===== src/rtl/multicycle_control_unit_if.sv =====
// Control bus between the multicycle control unit and the RV32I datapath.
// The control unit is the master; the datapath/IR side is the slave.
interface multicycle_control_unit_if #(
    parameter int ULA_CTRL_W = 3
);
    logic [6:0]            Op;
    logic [2:0]            Funct3;
    logic [6:0]            Funct7;
    logic                  Zero;
    logic                  PCWrite;
    logic                  AdrSrc;
    logic                  MemWrite;
    logic                  IRWrite;
    logic [1:0]            ResultSrc;
    logic [1:0]            ULASrcA;
    logic [1:0]            ULASrcB;
    logic [1:0]            ImmSrc;
    logic [ULA_CTRL_W-1:0] ULAControl;
    logic                  RegWrite;
    logic                  Illegal;
    logic [3:0]            State;

    modport master (
        input  Op, Funct3, Funct7, Zero,
        output PCWrite, AdrSrc, MemWrite, IRWrite, ResultSrc, ULASrcA, ULASrcB,
               ImmSrc, ULAControl, RegWrite, Illegal, State
    );

    modport slave (
        output Op, Funct3, Funct7, Zero,
        input  PCWrite, AdrSrc, MemWrite, IRWrite, ResultSrc, ULASrcA, ULASrcB,
               ImmSrc, ULAControl, RegWrite, Illegal, State
    );
endinterface


===== src/rtl/multicycle_control_unit.sv =====
// Moore control FSM for a multicycle RV32I datapath with shared memory,
// memory wait states, optional JAL and a sticky illegal-instruction state.
//
// state    | meaning
// FETCH    | read instruction at PC, PC+4 -> PC on last wait cycle
// DECODE   | compute OldPC+imm (branch/jump target), dispatch on opcode
// MEMADR   | rs1+imm address for load/store
// MEMREAD  | read data memory at ALUOut
// MEMWB    | write ReadData to rd
// MEMWRITE | write rs2 to memory at ALUOut
// EXECUTER | R-type ALU operation
// EXECUTEI | I-type ALU operation
// ALUWB    | write ALUOut to rd
// BEQ      | compare rs1/rs2, take target when Zero
// JAL      | ALUOut <= OldPC+4, PC <= target
// ILLEGAL  | sticky trap, left only by reset
module multicycle_control_unit #(
    parameter int MEM_WAIT   = 0,
    parameter bit ENABLE_JAL = 1'b1,
    parameter int ULA_CTRL_W = 3
) (
    input  logic clk,
    input  logic reset,
    multicycle_control_unit_if.master bus
);
    typedef enum logic [3:0] {
        S_FETCH    = 4'd0,
        S_DECODE   = 4'd1,
        S_MEMADR   = 4'd2,
        S_MEMREAD  = 4'd3,
        S_MEMWB    = 4'd4,
        S_MEMWRITE = 4'd5,
        S_EXECUTER = 4'd6,
        S_EXECUTEI = 4'd7,
        S_ALUWB    = 4'd8,
        S_BEQ      = 4'd9,
        S_JAL      = 4'd10,
        S_ILLEGAL  = 4'd15
    } state_t;

    localparam logic [6:0] OP_LOAD  = 7'b0000011;
    localparam logic [6:0] OP_STORE = 7'b0100011;
    localparam logic [6:0] OP_R     = 7'b0110011;
    localparam logic [6:0] OP_I     = 7'b0010011;
    localparam logic [6:0] OP_BEQ   = 7'b1100011;
    localparam logic [6:0] OP_JAL   = 7'b1101111;
    localparam logic [6:0] F7_ALT   = 7'b0100000;
    localparam logic [3:0] WAIT_MAX = 4'(MEM_WAIT);

    localparam logic [2:0] ALU_ADD = 3'b000;
    localparam logic [2:0] ALU_SUB = 3'b001;
    localparam logic [2:0] ALU_AND = 3'b010;
    localparam logic [2:0] ALU_OR  = 3'b011;
    localparam logic [2:0] ALU_XOR = 3'b100;
    localparam logic [2:0] ALU_SLT = 3'b101;

    state_t                state, state_nxt, decode_tgt;
    logic [3:0]            wait_cnt, wait_nxt;
    logic                  mem_state, last;
    logic                  f3_ok;
    logic [2:0]            alu_fn;
    logic [ULA_CTRL_W-1:0] ula_ctl;
    logic                  pcw, irw, mw, rw;

    always_comb begin
        f3_ok = bus.Funct3 inside {3'b000, 3'b111, 3'b110, 3'b010, 3'b100};
        decode_tgt = S_ILLEGAL;
        case (bus.Op)
            OP_LOAD, OP_STORE: decode_tgt = S_MEMADR;
            OP_R: begin
                if ((bus.Funct7 == 7'b0 && f3_ok) ||
                    (bus.Funct7 == F7_ALT && bus.Funct3 == 3'b000))
                    decode_tgt = S_EXECUTER;
            end
            OP_I:   if (f3_ok) decode_tgt = S_EXECUTEI;
            OP_BEQ: if (bus.Funct3 == 3'b000) decode_tgt = S_BEQ;
            OP_JAL: if (ENABLE_JAL) decode_tgt = S_JAL;
            default: decode_tgt = S_ILLEGAL;
        endcase
    end

    // Funct7 only selects sub for R-type; I-type ignores it
    always_comb begin
        case (bus.Funct3)
            3'b000:  alu_fn = (state == S_EXECUTER && bus.Funct7 == F7_ALT) ? ALU_SUB : ALU_ADD;
            3'b111:  alu_fn = ALU_AND;
            3'b110:  alu_fn = ALU_OR;
            3'b010:  alu_fn = ALU_SLT;
            3'b100:  alu_fn = ALU_XOR;
            default: alu_fn = ALU_ADD;
        endcase
    end

    always_comb begin
        mem_state = (state == S_FETCH) || (state == S_MEMREAD) || (state == S_MEMWRITE);
        last      = (wait_cnt == WAIT_MAX);
        wait_nxt  = (mem_state && !last) ? wait_cnt + 4'd1 : 4'd0;
        state_nxt = state;
        case (state)
            S_FETCH:    if (last) state_nxt = S_DECODE;
            S_DECODE:   state_nxt = decode_tgt;
            S_MEMADR:   state_nxt = (bus.Op == OP_LOAD) ? S_MEMREAD : S_MEMWRITE;
            S_MEMREAD:  if (last) state_nxt = S_MEMWB;
            S_MEMWB:    state_nxt = S_FETCH;
            S_MEMWRITE: if (last) state_nxt = S_FETCH;
            S_EXECUTER: state_nxt = S_ALUWB;
            S_EXECUTEI: state_nxt = S_ALUWB;
            S_ALUWB:    state_nxt = S_FETCH;
            S_BEQ:      state_nxt = S_FETCH;
            S_JAL:      state_nxt = S_ALUWB;
            S_ILLEGAL:  state_nxt = S_ILLEGAL;
            default:    state_nxt = S_FETCH;
        endcase
    end

    always_ff @(posedge clk or posedge reset) begin
        if (reset) begin
            state    <= S_FETCH;
            wait_cnt <= 4'd0;
        end else begin
            state    <= state_nxt;
            wait_cnt <= wait_nxt;
        end
    end

    // Outputs decode the registered state so FETCH is correct right after reset release
    always_comb begin
        pcw           = 1'b0;
        irw           = 1'b0;
        mw            = 1'b0;
        rw            = 1'b0;
        bus.AdrSrc    = 1'b0;
        bus.ResultSrc = 2'b00;
        bus.ULASrcA   = 2'b00;
        bus.ULASrcB   = 2'b00;
        ula_ctl       = '0;
        case (state)
            S_FETCH: begin
                bus.ULASrcB   = 2'b10;
                bus.ResultSrc = 2'b10;
                irw           = last;
                pcw           = last;
            end
            S_DECODE: begin
                bus.ULASrcA = 2'b01;
                bus.ULASrcB = 2'b01;
            end
            S_MEMADR: begin
                bus.ULASrcA = 2'b10;
                bus.ULASrcB = 2'b01;
            end
            S_MEMREAD:  bus.AdrSrc = 1'b1;
            S_MEMWB: begin
                bus.ResultSrc = 2'b01;
                rw            = 1'b1;
            end
            S_MEMWRITE: begin
                bus.AdrSrc = 1'b1;
                mw         = last;
            end
            S_EXECUTER: begin
                bus.ULASrcA  = 2'b10;
                ula_ctl[2:0] = alu_fn;
            end
            S_EXECUTEI: begin
                bus.ULASrcA  = 2'b10;
                bus.ULASrcB  = 2'b01;
                ula_ctl[2:0] = alu_fn;
            end
            S_ALUWB:    rw = 1'b1;
            S_BEQ: begin
                bus.ULASrcA  = 2'b10;
                ula_ctl[2:0] = ALU_SUB;
                pcw          = bus.Zero;
            end
            S_JAL: begin
                bus.ULASrcA = 2'b01;
                bus.ULASrcB = 2'b10;
                pcw         = 1'b1;
            end
            default: ;
        endcase
        bus.ULAControl = ula_ctl;
        bus.PCWrite    = pcw && !reset;
        bus.IRWrite    = irw && !reset;
        bus.MemWrite   = mw && !reset;
        bus.RegWrite   = rw && !reset;
        bus.Illegal    = (state == S_ILLEGAL) && !reset;
        bus.State      = state;
    end

    always_comb begin
        case (bus.Op)
            OP_STORE: bus.ImmSrc = 2'b01;
            OP_BEQ:   bus.ImmSrc = 2'b10;
            OP_JAL:   bus.ImmSrc = 2'b11;
            default:  bus.ImmSrc = 2'b00;
        endcase
    end
endmodule


===== src/flat_wrapper.sv =====
// flat-port wrapper written by rule: the top's interface ports become plain ports
module multicycle_control_unit_flat 
#(
    parameter int MEM_WAIT   = 0,
    parameter bit ENABLE_JAL = 1'b1,
    parameter int ULA_CTRL_W = 3
)
  (clk, reset, bus_Op, bus_Funct3, bus_Funct7, bus_Zero, bus_PCWrite, bus_AdrSrc, bus_MemWrite, bus_IRWrite, bus_ResultSrc, bus_ULASrcA, bus_ULASrcB, bus_ImmSrc, bus_ULAControl, bus_RegWrite, bus_Illegal, bus_State);
  multicycle_control_unit_if #(.ULA_CTRL_W(ULA_CTRL_W)) bus_i ();
  input  logic clk;
  input  logic reset;
  input wire logic [$bits(bus_i.Op)-1:0] bus_Op;
  input wire logic [$bits(bus_i.Funct3)-1:0] bus_Funct3;
  input wire logic [$bits(bus_i.Funct7)-1:0] bus_Funct7;
  input wire logic [$bits(bus_i.Zero)-1:0] bus_Zero;
  output wire logic [$bits(bus_i.PCWrite)-1:0] bus_PCWrite;
  output wire logic [$bits(bus_i.AdrSrc)-1:0] bus_AdrSrc;
  output wire logic [$bits(bus_i.MemWrite)-1:0] bus_MemWrite;
  output wire logic [$bits(bus_i.IRWrite)-1:0] bus_IRWrite;
  output wire logic [$bits(bus_i.ResultSrc)-1:0] bus_ResultSrc;
  output wire logic [$bits(bus_i.ULASrcA)-1:0] bus_ULASrcA;
  output wire logic [$bits(bus_i.ULASrcB)-1:0] bus_ULASrcB;
  output wire logic [$bits(bus_i.ImmSrc)-1:0] bus_ImmSrc;
  output wire logic [$bits(bus_i.ULAControl)-1:0] bus_ULAControl;
  output wire logic [$bits(bus_i.RegWrite)-1:0] bus_RegWrite;
  output wire logic [$bits(bus_i.Illegal)-1:0] bus_Illegal;
  output wire logic [$bits(bus_i.State)-1:0] bus_State;
  assign bus_i.Op = bus_Op;
  assign bus_i.Funct3 = bus_Funct3;
  assign bus_i.Funct7 = bus_Funct7;
  assign bus_i.Zero = bus_Zero;
  assign bus_PCWrite = bus_i.PCWrite;
  assign bus_AdrSrc = bus_i.AdrSrc;
  assign bus_MemWrite = bus_i.MemWrite;
  assign bus_IRWrite = bus_i.IRWrite;
  assign bus_ResultSrc = bus_i.ResultSrc;
  assign bus_ULASrcA = bus_i.ULASrcA;
  assign bus_ULASrcB = bus_i.ULASrcB;
  assign bus_ImmSrc = bus_i.ImmSrc;
  assign bus_ULAControl = bus_i.ULAControl;
  assign bus_RegWrite = bus_i.RegWrite;
  assign bus_Illegal = bus_i.Illegal;
  assign bus_State = bus_i.State;
  multicycle_control_unit #(.MEM_WAIT(MEM_WAIT), .ENABLE_JAL(ENABLE_JAL), .ULA_CTRL_W(ULA_CTRL_W)) u_core (.clk(clk), .reset(reset), .bus(bus_i));
endmodule

===== config.mk =====
export PLATFORM = sky130hd
export DESIGN_NAME = multicycle_control_unit_flat
export DESIGN_NICKNAME = d
export VERILOG_FILES = /design/src/rtl/multicycle_control_unit_if.sv /design/src/rtl/multicycle_control_unit.sv /design/src/flat_wrapper.sv
export SDC_FILE = /design/constraint.sdc
export NUM_CORES = 1
export LEC_CHECK = 0
export ABC_CLOCK_PERIOD_IN_PS = 2400
export CORE_MARGIN = 10
export CORE_UTILIZATION = 43
export CTS_BUF_LIST = sky130_fd_sc_hd__clkbuf_8
export DETAILED_ROUTE_END_ITERATION = 8
export MAX_ROUTING_LAYER = met4
export PLACE_DENSITY_LB_ADDON = 0.3
export RECOVER_POWER = 25
export SLEW_MARGIN = 40
export SYNTH_ARGS = -nofsm -noshare
export SYNTH_HDL_FRONTEND = slang
export SYNTH_SLANG_ARGS = --single-unit

===== constraint.sdc =====
create_clock -name clk -period 2.4 [get_ports clk]
set_clock_uncertainty 0.05 [all_clocks]
set_input_delay 0.72 -clock clk [delete_from_list [all_inputs] [get_ports clk]]
set_output_delay 0.72 -clock clk [all_outputs]
set_load 0.1 [all_outputs]

==> results of run 1 <==
==> cells in the mapped netlist, types with 2 or more instances <==
cell type  number
a211o_1         2
nand4_1         3
nand2b_1        4
nand2_1        14
or4_1           3
nand3_1         4
o32ai_1         2
or3_1           3
buf_2           5
nor3_1          5
clkbuf_1        3
o211ai_1        2
nor2_1         15
nor4_1          4
o21ai_0         3
xor2_1          2
a21oi_1         6
dfrtp_1         8
ha_1            2
nor2b_1         5
xnor2_1         5
inv_1           5
==> logic make-up after synthesis <==
| family | after synthesis | share of synthesized area |
|---|---|---|
| compound gates | 28 | 0.2152 |
| xor+xnor | 7 | 0.06631 |
| fa+ha+maj | 2 | 0.02706 |
| buf+inv | 14 | 0.06494 |
| flops | 8 | 0.2165 |
| mux | 1 | 0.01218 |
| simple gates | 68 | 0.3978 |
==> through the flow <==
step                instances  setup TNS, ns  cell area, um^2  setup WS, ns  hold slack, ns
global placement          211         -3.286             1936       -0.6412          0.4232
floorplan                 128         -8.011             1192       -0.9089          0.4036
detailed placement        211         -4.400             1936       -0.8098          0.4649
==> reports/metrics.csv, run 1 <==
metric;value;unit
syn_avg_cell_area;7.224;um^2
htree_levels;1;
dp_hpwl;4292;um
syn-num-nets;150;
status;stopped before the end;
synth-seq-cells;8;
rows;16;
synth_flop_cell;dfrtp_1;
initial_core_util;0.4619;
haltStage;clock tree synthesis (4_1_cts);
synth_area_leader_cell;dfrtp_1;
synth-seq-area-share;0.2165;
ys_types;45;
first-error;[ERROR DPL-0038] Utilization greater than 100%, impossible to legalize;
clock-sinks;8;
chipHeight;66.37;um
holdBufCountCts;0;
post_synth_main_area_contributors;dfrtp_1 22%, nor2_1 6.1%, nand2_1 5.7%;
syn-cell-area;924.6;um^2
async_reset_ff_frac;1.000;
cts_made_buffers;3;
gp_congestion;0.9173;
synth_top_area_frac;0.2165;
pin_count;41;
cts_root_buffer;clkbuf_8;
cts_setup_buffers;20;
io_buffers;40;
yosysWarnings;0;
synth_edf_count;0;
dieWidth;66.37;um
clock_path_buffers;2;
post_cts_resized;83;
syn_inst;128;
==> inputs of run 2 (changes only) <==
Settings changed: CORE_AREA set to 10 10 71 73, CORE_MARGIN 10 to unset, CORE_UTILIZATION 43 to unset, CTS_BUF_LIST sky130_fd_sc_hd__clkbuf_8 to unset, DIE_AREA set to 0 0 81 83, MAX_ROUTING_LAYER met4 to unset, PLACE_DENSITY_LB_ADDON 0.3 to 0.15.
==> run 2 against run 1 <==
  * The flow now finishes, with violations (negative setup slack)
  * Area after synthesis stayed put
  * Synthesized cell count stayed put
==> reports/metrics.csv, run 2 <==
metric;value;unit
worst-path-buf-inv;2;
diodes;0;
report.final.slew_viol_count;0;
grt_overflow;0;
relSlewSlack;0.6495;
grt_usage;0.1104;
holdBufCountCts;0;
finalSetupTns;-0.5531;ns
hold_path.class;reg -> reg;
vdd_drop_max;0.5529;mV
syn_inst;128;
via_per_inst;4.912;
grt_pass1_vias;1347;
critPathKind;in -> out;
regArea;212.7;um^2
worstSkewPairLatency;0.22;ns
core_region_area;3633;um^2
ys_types;45;
area_growth;143.6;%
powerDensity;1340;nW/um^2
grt_start_max_net_pins;12;
instances_no_fill;260;
drc;0;
grt_first_pass_wirelength;6251;um
arrival;1.97;ns
synth_edf_count;0;
final_common_cell;buf_4;
yosysWarnings;0;
vias;1277;
post-route-period-util;1.141;
synth_area_leader_cell;dfrtp_1;
post-route-min-period;2.739;ns
syn-cell-area;924.6;um^2
pin_count;41;
drive_gt1_frac;0.5519;
cp-end-kind;output port;
final_nets;236;
syn_avg_cell_area;7.224;um^2
rsz0062_at_grt;yes;
hold_viol;0;
leakagePower;0.8967;nW
fillCellCount;332;
worst_slack;-0.3387;ns
gp_congestion;0.9115;
cp_slowest_stage_delay;0.53;ns
syn-num-nets;150;
post_synth_main_area_contributors;dfrtp_1 22%, nor2_1 6.1%, nand2_1 5.7%;
clk_pin_slew_worst_paths;0.04;ns
multi_input_area;930.9;um^2
synth_common_cells;15 x nor2_1, 14 x nand2_1, 8 x dfrtp_1, 6 x a21oi_1;
dieWidth;81;um
io_buffers;40;
clock_path_buffers;2;
synth-seq-cells;8;
setup_violations;3;
fmax;365.1;MHz
cts_root_buffer;clkbuf_8;
drt-total-wl;3727;um
async_reset_ff_frac;1.000;
grt_use_met2;0.2003;
final_cell_mix;41 x buf_4, 23 x buf_12, 12 x nor2_1;
clock-sinks;8;
hold_slack;0.4867;ns
violations;negative setup slack;
max_slew.worst_pin.slew;0.5187;ns
dp_hpwl;2947;um
maxCapViolCount;0;
rows;22;
status;complete, but fails checks;
initialDrtViolationCount;54;
cp_max_fo;2;
cts_made_buffers;3;
chipHeight;83;um
cp-start-kind;input port;
initial_core_util;0.2545;
place_ws;-0.6640;ns
post-route-util;0.6198;
cts_tree;yes;
grtUsageMet3;0.02478;
die_area;6723;um^2
path_cells;buf_6 > or4_4 > nor3_4 > a31oi_2 > o32ai_4 > buf_12;
synth_flop_cell;dfrtp_1;
crit_family;simple AND/OR/NAND/NOR gates;
grt_busiest_layer;met2;
htree_levels;1;
required;1.63;ns
synth_top_area_frac;0.2165;
synth-seq-area-share;0.2165;
first_pass_iters;4;
wl_per_cell;14.33;um
yosysMostFrequentCell;nor2_1;
dp.cells;240;
crit_slowest_cell;or4_4;
met1_usage;0.1206;
antenna_found_initial;0;
final_antenna_net_count;0;
## run 2: kinds of logic after synthesis
| logic type | share of synthesized area |
|---|---|
| xor+xnor | 0.06631 |
| buf+inv | 0.06494 |
| compound gates | 0.2152 |
| mux | 0.01218 |
| flops | 0.2165 |
| fa+ha+maj | 0.02706 |
| simple gates | 0.3978 |
## run 2: path summary, 6_finish.rpt
check | cells past startpoint | end | from | slack (ns)
max | 6 | bus_ULAControl[0] | bus_Funct7[4] | -0.34
min | 2 | u_core.wait_cnt[0] | u_core.wait_cnt[0] | 0.49
max reg2reg | 7 | u_core.bus.State[3] | u_core.bus.State[1] | 0.44
min reg2reg | 2 | u_core.wait_cnt[0] | u_core.wait_cnt[0] | 0.49
max in group asynchronous | 4 | u_core.bus.State[2] | reset | 1.15
min in group asynchronous | 4 | u_core.wait_cnt[3] | reset | 0.81
## run 2: worst reg2reg max path, cell delays in order, from the launching register on
cell	delay, ns
dfrtp_4	0.53
buf_12	0.16
buf_4	0.15
nor4b_1	0.32
buf_4	0.19
nand2_1	0.07
a311o_1	0.32
o211ai_1	0.08
## run 2: per-layer routing
layer | wire (um) | share of wire
met1 | 1487 | 0.40
met2 | 1965 | 0.53
met3 | 205 | 0.055
met4 | 68 | 0.018
met5 | 0 | 0
## run 2: power by group
group | total, mW | internal, mW | switching (mW)
combinational | 2.61 | 1.05 | 1.56
clock | 0.154 | 0.108 | 0.0457
sequential | 0.253 | 0.182 | 0.0709
total | 3.02 | 1.34 | 1.67
## run 2: repair_timing
item,4_1_cts,5_1_grt
pin swaps,15,12
endpoints found under the setup margin,15,9
gates resized for setup,51,12
setup buffers,13,5
## run 2: area by class of cell
| type | count | share of cell area |
|---|---|---|
| repair buffers | 90 | 0.4389 |
| well taps | 48 | 0.02667 |
| inverters | 5 | 0.008333 |
| flip-flops and latches | 8 | 0.09444 |
| multi-input cells | 106 | 0.4133 |
| clock buffers | 3 | 0.01833 |
## run 2: metrics by stage
step,cell area (um^2),power (mW)
floorplan,1192,1.865
detailed placement,2022,2.681
global route,2252,3.157
CTS,2181,2.960
global placement,2022,2.657
finish,2252,3.017
No activity file was read; power rests on OpenSTA's default activity.
==> inputs of run 3 (changes only) <==
Settings changed: HOLD_SLACK_MARGIN set to 0.12.
==> results of run 3 <==
No change in the layout: final DEF, timing and power equal those of run 2.
==> inputs of run 4 (changes only) <==
Settings changed: CTS_CLUSTER_DIAMETER set to 80.
==> results of run 4 <==
No change in the layout: final DEF, timing and power equal those of run 2.
